### src/rtl/ps2_kbd_pkg.sv
// rtl/ps2_kbd_pkg.sv - PS/2 scan-code constants, decode states and paddle key matching
package ps2_kbd_pkg;

   localparam logic [7:0] PS2_EXT    = 8'hE0;
   localparam logic [7:0] PS2_BRK    = 8'hF0;
   localparam logic [7:0] PS2_BAT    = 8'hAA;
   localparam logic [7:0] PS2_ACK    = 8'hFA;
   localparam logic [7:0] PS2_ECHO   = 8'hEE;
   localparam logic [7:0] PS2_RESEND = 8'hFE;
   localparam logic [7:0] PS2_ERR0   = 8'h00;
   localparam logic [7:0] PS2_ERR1   = 8'hFF;

   localparam logic [7:0] KEY_W      = 8'h1D;
   localparam logic [7:0] KEY_S      = 8'h1B;
   localparam logic [7:0] KEY_UP     = 8'h75;
   localparam logic [7:0] KEY_DN     = 8'h72;
   localparam logic [7:0] KEY_SPACE  = 8'h29;

   // bit 1 = break flag, bit 0 = extended flag
   typedef enum logic [1:0] {
      BASE    = 2'b00,
      EXT     = 2'b01,
      BRK     = 2'b10,
      EXT_BRK = 2'b11
   } ps2_state_t;

   // One-hot paddle slot {r_dn, r_up, l_dn, l_up} for an (ext, code) pair
   function automatic logic [3:0] paddle_mask(input logic ext, input logic [7:0] code);
      paddle_mask = 4'b0000;
      if (!ext && code == KEY_W)  paddle_mask = 4'b0001;
      if (!ext && code == KEY_S)  paddle_mask = 4'b0010;
      if (ext && code == KEY_UP)  paddle_mask = 4'b0100;
      if (ext && code == KEY_DN)  paddle_mask = 4'b1000;
   endfunction

endpackage

### src/rtl/ps2_prefix_timer.sv
// rtl/ps2_prefix_timer.sv - counts idle cycles while a prefix is pending; pulses expire on the last one
module ps2_prefix_timer #(
   parameter int TIMEOUT_CYCLES = 1_000_000
) (
   input  logic clk,
   input  logic reset,
   input  logic run,
   input  logic clear,
   output logic expire
);

   localparam int W = (TIMEOUT_CYCLES > 1) ? $clog2(TIMEOUT_CYCLES) : 1;
   localparam logic [W-1:0] LAST = W'(TIMEOUT_CYCLES - 1);

   logic [W-1:0] count;

   assign expire = run && (count == LAST);

   always_ff @(posedge clk or negedge reset) begin
      if (!reset)
         count <= '0;
      else if (clear || !run || expire)
         count <= '0;
      else
         count <= count + 1'b1;
   end

endmodule

### src/rtl/ps2_keyboard_controller.sv
// rtl/ps2_keyboard_controller.sv - PS/2 byte stream to key events and Pong paddle levels
// Optional Space pause toggle output when PS2_KBD_PAUSE_EN is defined.
module ps2_keyboard_controller
   import ps2_kbd_pkg::*;
#(
   parameter int TIMEOUT_CYCLES = 1_000_000
) (
   input  logic       clk,
   input  logic       reset,
   input  logic       enable,
   input  logic       rx_ready,
   input  logic [7:0] rx_data,
   output logic       rx_wait,
   output logic       key_event,
   output logic [7:0] key_code,
   output logic       key_ext,
   output logic       key_break,
   output logic       paddle_l_up,
   output logic       paddle_l_dn,
   output logic       paddle_r_up,
   output logic       paddle_r_dn,
   output logic       timeout_err,
   output logic       overflow_err
`ifdef PS2_KBD_PAUSE_EN
   ,
   output logic       pause_toggle
`endif
);

   ps2_state_t state, state_n;
   logic [3:0] paddles, paddles_n, mask;
   logic       event_n, ext_n, brk_n, terr_n, oerr_n;
   logic [7:0] code_n;
   logic       accept, expire, cur_ext, cur_brk;
`ifdef PS2_KBD_PAUSE_EN
   logic       pause_n, space_held, space_held_n;
`endif

   assign accept  = enable && rx_ready;
   assign cur_ext = state[0];
   assign cur_brk = state[1];
   assign mask    = paddle_mask(cur_ext, rx_data);

   assign {paddle_r_dn, paddle_r_up, paddle_l_dn, paddle_l_up} = paddles;

   ps2_prefix_timer #(.TIMEOUT_CYCLES(TIMEOUT_CYCLES)) u_timer (
      .clk    (clk),
      .reset  (reset),
      .run    (state != BASE),
      .clear  (accept || !enable),
      .expire (expire)
   );

   always_comb begin
      state_n   = state;
      paddles_n = paddles;
      event_n   = 1'b0;
      code_n    = key_code;
      ext_n     = key_ext;
      brk_n     = key_break;
      terr_n    = 1'b0;
      oerr_n    = 1'b0;
`ifdef PS2_KBD_PAUSE_EN
      pause_n      = pause_toggle;
      space_held_n = space_held;
`endif
      if (!enable) begin
         state_n   = BASE;
         paddles_n = 4'b0000;
`ifdef PS2_KBD_PAUSE_EN
         space_held_n = 1'b0;
`endif
      end else if (accept) begin
         // a byte arriving in the expiry cycle is decoded in the pending state
         case (rx_data)
            PS2_EXT: state_n = ps2_state_t'({cur_brk, 1'b1});
            PS2_BRK: state_n = ps2_state_t'({1'b1, cur_ext});
            PS2_BAT, PS2_ACK, PS2_ECHO, PS2_RESEND: state_n = BASE;
            PS2_ERR0, PS2_ERR1: begin
               state_n   = BASE;
               paddles_n = 4'b0000;
               oerr_n    = 1'b1;
            end
            default: begin
               state_n   = BASE;
               event_n   = 1'b1;
               code_n    = rx_data;
               ext_n     = cur_ext;
               brk_n     = cur_brk;
               paddles_n = cur_brk ? (paddles & ~mask) : (paddles | mask);
`ifdef PS2_KBD_PAUSE_EN
               if (!cur_ext && rx_data == KEY_SPACE) begin
                  if (cur_brk) begin
                     space_held_n = 1'b0;
                  end else if (!space_held) begin
                     pause_n      = !pause_toggle;
                     space_held_n = 1'b1;
                  end
               end
`endif
            end
         endcase
      end else if (expire) begin
         state_n = BASE;
         terr_n  = 1'b1;
      end
   end

   always_ff @(posedge clk or negedge reset) begin
      if (!reset) begin
         state        <= BASE;
         paddles      <= 4'b0000;
         rx_wait      <= 1'b0;
         key_event    <= 1'b0;
         key_code     <= 8'h00;
         key_ext      <= 1'b0;
         key_break    <= 1'b0;
         timeout_err  <= 1'b0;
         overflow_err <= 1'b0;
`ifdef PS2_KBD_PAUSE_EN
         pause_toggle <= 1'b0;
         space_held   <= 1'b0;
`endif
      end else begin
         state        <= state_n;
         paddles      <= paddles_n;
         rx_wait      <= enable;
         key_event    <= event_n;
         key_code     <= code_n;
         key_ext      <= ext_n;
         key_break    <= brk_n;
         timeout_err  <= terr_n;
         overflow_err <= oerr_n;
`ifdef PS2_KBD_PAUSE_EN
         pause_toggle <= pause_n;
         space_held   <= space_held_n;
`endif
      end
   end

endmodule

### config.mk
export PLATFORM = sky130hd
export DESIGN_NAME = ps2_keyboard_controller
export DESIGN_NICKNAME = d
export VERILOG_FILES = /design/src/rtl/ps2_kbd_pkg.sv /design/src/rtl/ps2_prefix_timer.sv /design/src/rtl/ps2_keyboard_controller.sv
export SDC_FILE = /design/constraint.sdc
export NUM_CORES = 1
export LEC_CHECK = 0
export ABC_CLOCK_PERIOD_IN_PS = 4200
export BUFFER_PORTS_ARGS = -buffer_cell sky130_fd_sc_hd__buf_2
export CORE_UTILIZATION = 60
export CTS_CLUSTER_SIZE = 24
export DETAILED_ROUTE_END_ITERATION = 10
export PLACE_DENSITY = 0.85
export SLEW_MARGIN = 25
export SYNTH_ARGS = -nofsm -noshare
export SYNTH_HDL_FRONTEND = slang
export SYNTH_SLANG_ARGS = --single-unit
### constraint.sdc
create_clock -name clk -period 4.2 [get_ports clk]
set_clock_uncertainty 0.05 [all_clocks]
set_input_delay 0.21 -clock clk [delete_from_list [all_inputs] [get_ports clk]]
set_output_delay 0.21 -clock clk [all_outputs]
set_load 0.01 [all_outputs]
# Word-level counts from Yosys, hierarchy flattened

Index checks and enable logic that the tools add are counted.

Register bits after elaboration: 40
Word-level logic and storage cells: 76

Eq/ne operators: 17
Mux-type cells: 22
Add/subtract/negate cells: 1
Bitwise gates (word level): 4
Reductions and logical operators: 21

Operators with widths:

| operator              | count |
|---|---|
| $eq 8x8->1 const B    | 7 |
| $add 20x1->20 const B | 1 |
| $eq 20x20->1 const B  | 1 |
| $mux 20               | 1 |
| $mux 4                | 5 |
| $eq 8x5->1 const B    | 2 |
| $eq 8x7->1 const B    | 2 |
| $mux 1                | 10 |
| $logic_not 8->1       | 1 |
| $mux 2                | 4 |
| $pmux 4 s2            | 1 |
| $reduce_or 8->1       | 1 |
| $logic_and 1x1->1     | 6 |
| $ne 3x3->1 const B    | 2 |
| $reduce_and 2->1      | 3 |
| $reduce_or 6->1       | 1 |
| $and 4x4->4           | 1 |
| $not 4->4             | 1 |
| $or 4x4->4            | 1 |
| $pmux 2 s2            | 1 |
| $logic_not 1->1       | 3 |
| $logic_or 1x1->1      | 3 |
| $ne 3x1->1 const B    | 1 |
| $reduce_and 3->1      | 1 |
| other kinds (5)       | 5 |

# Longest topological paths before layout

Gate-level depths: netlist of run 1.

Depth after elaboration: 12
Mapped depth: 7
Gate-level depth less buffers: 6

# Hierarchy

A second synthesis of run 1 with hierarchy kept.

Cell total of the unflattened synthesis: 197
Area total of the unflattened synthesis: 2035.7 um^2

By module, submodules not included:

| module                  | area each (um^2) | seq. area each (um^2) | cells an instance | times used |
|---|---|---|---|---|
| ps2_prefix_timer        | 1046.0           | 500.5                 | 110               | 1 |
| ps2_keyboard_controller | 989.7            | 500.5                 | 87                | 1 |

# Worst setup path after synthesis of run 1

Ideal clock, no wire load.

Kind: reg-to-reg
Start point: register u_timer.count[7]
End point: register u_timer.count[10]
Cell stages (with the launch flop): 7
Period minus slack after synthesis: 1828 ps
Setup slack: 2372 ps
Arrival: 1657 ps
Required time: 4029 ps
Cells stage by stage: dfrtp_1 -> or4_1 -> nor4_1 -> a21oi_1 -> o21ai_1 -> buf_2 -> nor2_1

Word-level cells in the longest chain between the ends: 4
Elaborated cells between the ends (all ways): 5
Those cells by class: 1 x add/sub; 1 x eq/ne; 1 x mux; 2 x reduce/logical

Ends and longest elaborated chain:

| element                                               | RTL line               | source |
|---|---|---|
| from (decl)                                           | ps2_prefix_timer.sv:15 | `logic [W-1:0] count;` |
| from (signal assigned)                                | ps2_prefix_timer.sv:25 | `count <= count + 1'b1;` |
| branches (longest 3 deep; another with $add 20x1->20) | n/a                    |  |
| $mux 20 (*)                                           | ps2_prefix_timer.sv:22 | `else if (clear \|\| !run \|\| expire)` |

Every way passes the cells marked *.
A chain may end at the register's enable or synchronous reset.

# Final worst setup path of run 1

Start point: register u_timer.count[7]
End point: register u_timer.count[3]

Word-level cells in the longest chain between the ends: 4

Ends and longest elaborated chain:

| element           | RTL line               | source |
|---|---|---|
| $eq 20x20->1      | ps2_prefix_timer.sv:17 | `assign expire = run && (count == LAST);` |
| $logic_and 1x1->1 | ps2_prefix_timer.sv:17 |  |
| $logic_or 1x1->1  | ps2_prefix_timer.sv:22 |  |
| $mux 20           | ps2_prefix_timer.sv:22 |  |

No other way between the ends.

==> results of run 1 <==
Yosys cell counts, types with 2 or more instances:
cell type / instances
xnor2_1: 12
o22a_1: 2
nor2_1: 27
nor3_1: 7
dfrtp_1: 40
and4_1: 2
and3_1: 2
inv_1: 3
o21ai_0: 5
xor2_1: 6
nand2b_1: 2
nor2b_1: 3
mux2_4: 9
nand3_1: 10
nand2_1: 7
and2_1: 2
buf_2: 3
a22o_1: 2
nand4_1: 4
nor4_1: 4
worst paths after layout:
| check | from | end | slack [ns] | cells after the start |
|---|---|---|---|---|
| max in group asynchronous | reset | u_timer.count[4] | 3.12 | 2 |
| min in group asynchronous | reset | u_timer.count[19] | 0.44 | 2 |
| setup reg to reg | u_timer.count[7] | u_timer.count[3] | 2.02 | 5 |
| hold / removal | rx_data[5] | key_code[5] | 0.08 | 2 |
| setup / recovery | u_timer.count[7] | u_timer.count[3] | 2.02 | 5 |
| hold reg to reg | u_timer.count[0] | u_timer.count[0] | 0.41 | 1 |
stage by stage:
step	utilization	setup WS (ns)	hold slack, ns	instances
6_report	0.7197	2.022	0.08405	256
5_1_grt	0.7197	1.954	0.08458	256
4_1_cts	0.7197	2.044	0.08078	256
3_5_place_dp	0.6939	2.070	0.3110	246
3_3_place_gp	0.6926	1.832	0.2982	246
2_1_floorplan	-	2.372	-0.1356	177
sequential cells by signal, summed over array words and instances (netlist names):
name	count
key_break	1
overflow_err	1
u_timer.count	20
state	2
paddles	4
key_ext	1
key_code	8
key_event	1
timeout_err	1
rx_wait	1
cell families (layout without fill, tap and decap cells):
group	after synthesis	count (layout)
flip-flops	40	40
multiplexers	10	10
AO/OA/AOI/OAI	16	16
XOR/XNOR	18	18
AND/OR/NAND/NOR	84	84
adder cells (fa/ha/maj)	1	1
buffers and inverters	8	43
area by class of cell:
cell class                 instances  area, µm²
sequential                        40       1001
multi-input combinational        129      902.1
fill                             247      855.8
timing repair buffer              31      165.2
clock buffer                       8      58.81
tap                               44      55.05
inverter                           4      15.01
per-layer routing:
layer / part of all wire / GRT usage / vias up
li1: - / - / 695
met1: 0.43 / 0.3140 / 725
met2: 0.51 / 0.4172 / 43
met3: 0.049 / 0.06813 / 7
met4: 0.013 / 0.09864 / 0
met5: 0 / 0 / -
power by group:
group | internal (mW) | switching, mW | leakage [nW] | total (mW)
Sequential | 0.401 | 0.00964 | 0.536 | 0.410
Combinational | 0.0392 | 0.0423 | 0.414 | 0.0815
Clock | 0.0826 | 0.119 | 0.0326 | 0.202
Total | 0.523 | 0.171 | 0.983 | 0.694
==> impl_metrics.tcl, run 1 <==
set metrics [dict create \
    synthCells 177 \
    die-area_um2 3466 \
    grt-ovfl-total 0 \
    yosysTopAreaCell "dfrtp_1" \
    synth_xor_xnor_area_share 0.08124 \
    drt-total-wl_um 3868 \
    io-pin-count 30 \
    tritoncts "done" \
    synth-simple-area-share 0.2366 \
    critPathKind "flip-flop to flip-flop" \
    synth_top_family_by_area "simple AND/OR/NAND/NOR gates" \
    routabilityCongestion 0.8395 \
    insertion_delay_ns 0.35 \
    drt_iter0_drc 75 \
    mostFrequentLayoutCells "dfrtp_1 (40), buf_2 (29), nor2_1 (27)" \
    hold_path.class "input pin to flip-flop" \
    path_cells "or4_1 > nor4_1 > a21oi_1 > o21ai_2 > nor2_1" \
    cp_top_family "simple AND/OR/NAND/NOR gates" \
    die_w_um 58.87 \
    critical_path.max_stage_delay_ns 0.52 \
    cp.required_ns 4.35 \
    fin_total_pwr_mw 0.6936 \
    setup.worst_path.end_class "flip-flop" \
    synth_fp_nets 190 \
    cp_max_fo 20 \
    setup_violations 0 \
    place_area_um2 2118 \
    total_leakage_power_nw 0.9825 \
    rsz0062_at_grt "no" \
    cts_buffers 5 \
    syn_area_um2 1941 \
    clkSlewWorstSetupHoldPaths_ns 0.11 \
    cp.arrival_ns 2.33 \
    synthToLayoutAreaGrowth_pct 13.22 \
    root_buffer "clkbuf_4" \
    gr-usage-all-layers 0.2520 \
    status "finished, final reports clean" \
    ys_types 45 \
    cts_hold_buffers 2 \
    final_nets 224 \
    cts_sinks 40 \
    io_buffers 29 \
    post_cts_buffers 0 \
    ir_drop_mv 0.2212 \
    grt_max_degree 41 \
    finalCritPeriodShare 0.5186 \
    slew_viol_final 0 \
    post_cts_resized 0 \
    initial_core_util 0.6357 \
    clockBufferDepth 2 \
    antenna_found_initial 0 \
    power_density_nw_per_um2 315.7 \
    synth_top_area_share 0.5158 \
    fin_crit_ns 2.178 \
    synthMuxAreaShare 0.07544 \
    yosysWarningCount 0 \
    final_common_cell "dfrtp_1" \
    wl_per_cell_um 15.11 \
    synth_edf_count 0 \
    first_global_vias 1443 \
    tns_ns 0 \
    drv_cap 0 \
    finalInstanceArea_um2 2197 \
    ys.flop_type "dfrtp_1" \
    dp_hpwl_um 2747 \
    synthTopCellsByArea "dfrtp_1 (52%), mux2_4 (7.0%), xnor2_1 (5.4%)" \
    via_per_inst 5.742 \
    drive_above_1_share 0.2406 \
    worstSetupStartpointType "flip-flop" \
    dr_total_vias 1470 \
    async_flop_share 1.000 \
    synth-compound-area-share 0.06319 \
    fp.coreArea_um2 3053 \
    ctsHtreeMaxLevel 2 \
    grt_pass1_wl_um 6389 \
    crit_slowest_cell "or4_1" \
    finalHoldViolCount 0 \
    path_buf_inv 0 \
    worst_pin_slew_ns 0.8565 \
    core.rowCount 20 \
    yosysSeqAreaShare 0.5158 \
    dieHeight_um 58.87 \
    syn_avg_cell_area_um2 10.96 \
    antennaDiodeCount 0 \
    synthAdderAreaFrac 0.006447 \
    slew_headroom 0.4290 \
    clock.fmax_mhz 459.1 \
    drc 0 \
    ant_nets 0 \
    dr.pass1.iters 5 \
    ys_seq_elements 40 \
]
No activity file was read; power rests on OpenSTA's default activity.
==> run 2, diff against run 1 <==
--- a/config.mk
+++ b/config.mk
@@ -5,12 +5,13 @@
 export SDC_FILE = /design/constraint.sdc
 export NUM_CORES = 1
 export LEC_CHECK = 0
-export ABC_CLOCK_PERIOD_IN_PS = 4200
+export ABC_AREA = 1
+export ABC_CLOCK_PERIOD_IN_PS = 1900
 export BUFFER_PORTS_ARGS = -buffer_cell sky130_fd_sc_hd__buf_2
-export CORE_UTILIZATION = 60
+export CORE_UTILIZATION = 52
 export CTS_CLUSTER_SIZE = 24
 export DETAILED_ROUTE_END_ITERATION = 10
-export PLACE_DENSITY = 0.85
+export PLACE_DENSITY = 0.77
 export SLEW_MARGIN = 25
 export SYNTH_ARGS = -nofsm -noshare
 export SYNTH_HDL_FRONTEND = slang
==> constraint.sdc (replaced) <==
create_clock -name clk -period 1.9 [get_ports clk]
set_clock_uncertainty 0.05 [all_clocks]
set_input_delay 0.095 -clock clk [delete_from_list [all_inputs] [get_ports clk]]
set_output_delay 0.095 -clock clk [all_outputs]
set_load 0.01 [all_outputs]
==> impl_metrics.tcl, run 2 <==
set metrics [dict create \
    critPathKind "flip-flop to flip-flop" \
    post_cts_resized 0 \
    synth_common_cells "nand2_1 (99), nor2_1 (56), dfrtp_1 (40)" \
    gr-usage-all-layers 0.2260 \
    clkSlewWorstSetupHoldPaths_ns 0.08 \
    initial_core_util 0.5552 \
    synthTopCellsByArea "dfrtp_1 (44%), nand2_1 (16%), nor2_1 (9.2%)" \
    status "finished, final reports clean" \
    final_common_cell "nand2_1" \
    synth_fp_nets 324 \
    dr.pass1.iters 4 \
    root_buffer "clkbuf_8" \
    syn_avg_cell_area_um2 7.346 \
    die_w_um 68.29 \
    cp.required_ns 2.02 \
    die-area_um2 4663 \
    async_flop_share 1.000 \
    fp.coreArea_um2 4115 \
    drive_above_1_share 0.1753 \
    drt_iter0_drc 139 \
    synthToLayoutAreaGrowth_pct 13.47 \
    drc 0 \
    cp_num_cells 6 \
    yosysSeqAreaShare 0.4381 \
    total_leakage_power_nw 1.221 \
    post-route-util 0.6300 \
    dp_hpwl_um 3487 \
    synth_edf_count 0 \
    tns_ns 0 \
    mostFrequentLayoutCells "nand2_1 (99), nor2_1 (56), dfrtp_1 (40)" \
    slew_headroom 0.5956 \
    path_cells "ha_1 > nand3_2 > nor2_2 > nand3_2 > nand3_2 > nor2_1" \
    regArea_um2 1001 \
    synthCells 311 \
    critical_path.max_stage_delay_ns 0.37 \
    drv_cap 0 \
    dieHeight_um 68.29 \
    timing.critical_path.mode_cell "nand3_2" \
    top_register "u_timer.count" \
    fin_crit_ns 1.718 \
    p_clk_frac 0.365 \
    ctsHtreeMaxLevel 2 \
    cp_top_family "simple AND/OR/NAND/NOR gates" \
    insertion_delay_ns 0.30 \
    worst_pin_slew_ns 0.6066 \
    rsz0062_at_grt "no" \
    routabilityCongestion 0.9199 \
    grt-ovfl-total 0 \
    antenna_found_initial 0 \
    wl_per_cell_um 11.64 \
    cts_sinks 40 \
    ir_drop_mv 0.3828 \
    power_density_nw_per_um2 635.1 \
    via_per_inst 5.090 \
    synth_top_family_by_area "simple AND/OR/NAND/NOR gates" \
    clock.fmax_mhz 582.1 \
    min_path_cells 3 \
    ys_types 25 \
    path_buf_inv 0 \
    multi_input_area_um2 1136 \
    ant_nets 0 \
    dr_total_vias 2026 \
    largest_register_ffs 20 \
    core.rowCount 23 \
    fillCellCount 380 \
    pwr-share-comb 0.095 \
    setup_violations 0 \
    finalHoldViolCount 0 \
    yosysWarningCount 0 \
    synth-compound-area-share 0.008762 \
    antennaDiodeCount 0 \
    ys.flop_type "dfrtp_1" \
    final_nets 360 \
    p_switching_mw 0.4199 \
    clockBufferDepth 2 \
    sw_frac_of_total 0.2550 \
    slew_viol_final 0 \
    grt_pass1_wl_um 7769 \
    synth.most_common_cell "nand2_1" \
    synth_xor_xnor_area_share 0.04600 \
    reg.largest.list "u_timer.count: 20 flops, key_code: 8 flops, paddles: 4 flops" \
    cp.arrival_ns 1.84 \
    ys_seq_elements 40 \
    rr_worst_depth 6 \
    yosysTopAreaCell "dfrtp_1" \
    internal-power_mw 1.227 \
    cts_buffers 5 \
    synth-simple-area-share 0.4370 \
    worstSetupStartpointType "flip-flop" \
    first_global_vias 1792 \
    setup.worst_path.end_class "flip-flop" \
    cp_max_fo 20 \
    finalCritPeriodShare 0.9042 \
    grt_max_degree 28 \
    crit_slowest_cell "dfrtp_1" \
    syn_area_um2 2285 \
    seq_power_share 0.539 \
    tritoncts "done" \
    io-pin-count 30 \
    hold_path.class "input pin to flip-flop" \
    synthMuxAreaShare 0 \
    drt-total-wl_um 4634 \
    synthAdderAreaFrac 0.005476 \
    io_buffers 29 \
    synth_top_area_share 0.4381 \
]
==> run 2: cell types whose count changed after synthesis, sizes merged, moves of 4 or more <==
cell | previous run | this run
inv | 4 | 26
mux2 | 10 | 0
nand2 | 8 | 103
nand3 | 10 | 36
nor2 | 27 | 63
nor4 | 5 | 0
o21ai | 6 | 2
xnor2 | 12 | 6
==> run 2: what timing repair did <==
action / in CTS / in global routing
endpoints found under the hold margin: 27 / 0
hold buffers: 3 / 0
buffers inserted: 0 / 0
==> run 2: kinds of logic after synthesis <==
kind of cell / Yosys count
AO/OA/AOI/OAI: 4
XOR/XNOR: 12
adder cells (fa/ha/maj): 1
buffers and inverters: 32
flip-flops: 40
AND/OR/NAND/NOR: 222
==> run 2: worst paths after layout <==
check	start	end	slack [ns]
worst max register to register	u_timer.count[0]	u_timer.count[19]	0.18
min in group asynchronous	reset	key_code[2]	0.29
max in group asynchronous	reset	u_timer.count[18]	0.96
worst min-delay path	rx_data[6]	key_code[6]	0.03
worst max-delay path	u_timer.count[0]	u_timer.count[19]	0.18
worst min register to register	key_code[0]	key_code[0]	0.42
==> run 2: cell type report <==
| class | instances | area share |
|---|---|---|
| multi-input cells | 239 | 0.4382 |
| flip-flops and latches | 40 | 0.3861 |
| repair buffers | 35 | 0.07625 |
| inverters | 26 | 0.03764 |
| clock buffers | 6 | 0.03185 |
| well taps | 50 | 0.02413 |
| clock inverters | 2 | 0.005791 |
==> run 2: per-stage QoR <==
stage | hold slack [ns] | power (mW) | setup slack, ns | instances | area, µm²
final | 0.02849 | 1.646 | 0.1820 | 398 | 2592
after global routing | 0.02428 | 1.713 | 0.05155 | 398 | 2592
after CTS | 0.02040 | 1.667 | 0.1633 | 398 | 2592
after detailed placement | 0.09648 | 1.059 | 0.1867 | 387 | 2465
after global placement | 0.08436 | 1.057 | 0.2745 | 387 | 2465
after floorplan | -0.2506 | 0.9842 | 0.4809 | 311 | 2285
==> run 2: worst register-to-register path, cell delays in order (launching register included) <==
cell     delay, ns
dfrtp_1       0.37
ha_1          0.27
nand3_2       0.16
nor2_2        0.19
nand3_2       0.13
nand3_2       0.31
nor2_1        0.11
==> run 2: power groups by stage <==
stage                     Sequential, mW  Clock (mW)  Combinational, mW
final                              0.888       0.602              0.157
after global routing               0.891       0.644              0.178
after CTS                          0.888       0.619              0.159
after detailed placement           0.905           0              0.155
after global placement             0.904           0              0.153
after floorplan                    0.918           0             0.0657
==> run 2: per-layer routing <==
metal | wire [µm] | up-vias | global-route usage | part of all wire
met5 | 0 | - | 0 | 0
met1 | 2163 | 930 | 0.2897 | 0.47
li1 | - | 1043 | - | -
met2 | 2174 | 44 | 0.3689 | 0.47
met4 | 79 | 0 | 0.08594 | 0.017
met3 | 216 | 9 | 0.05000 | 0.047
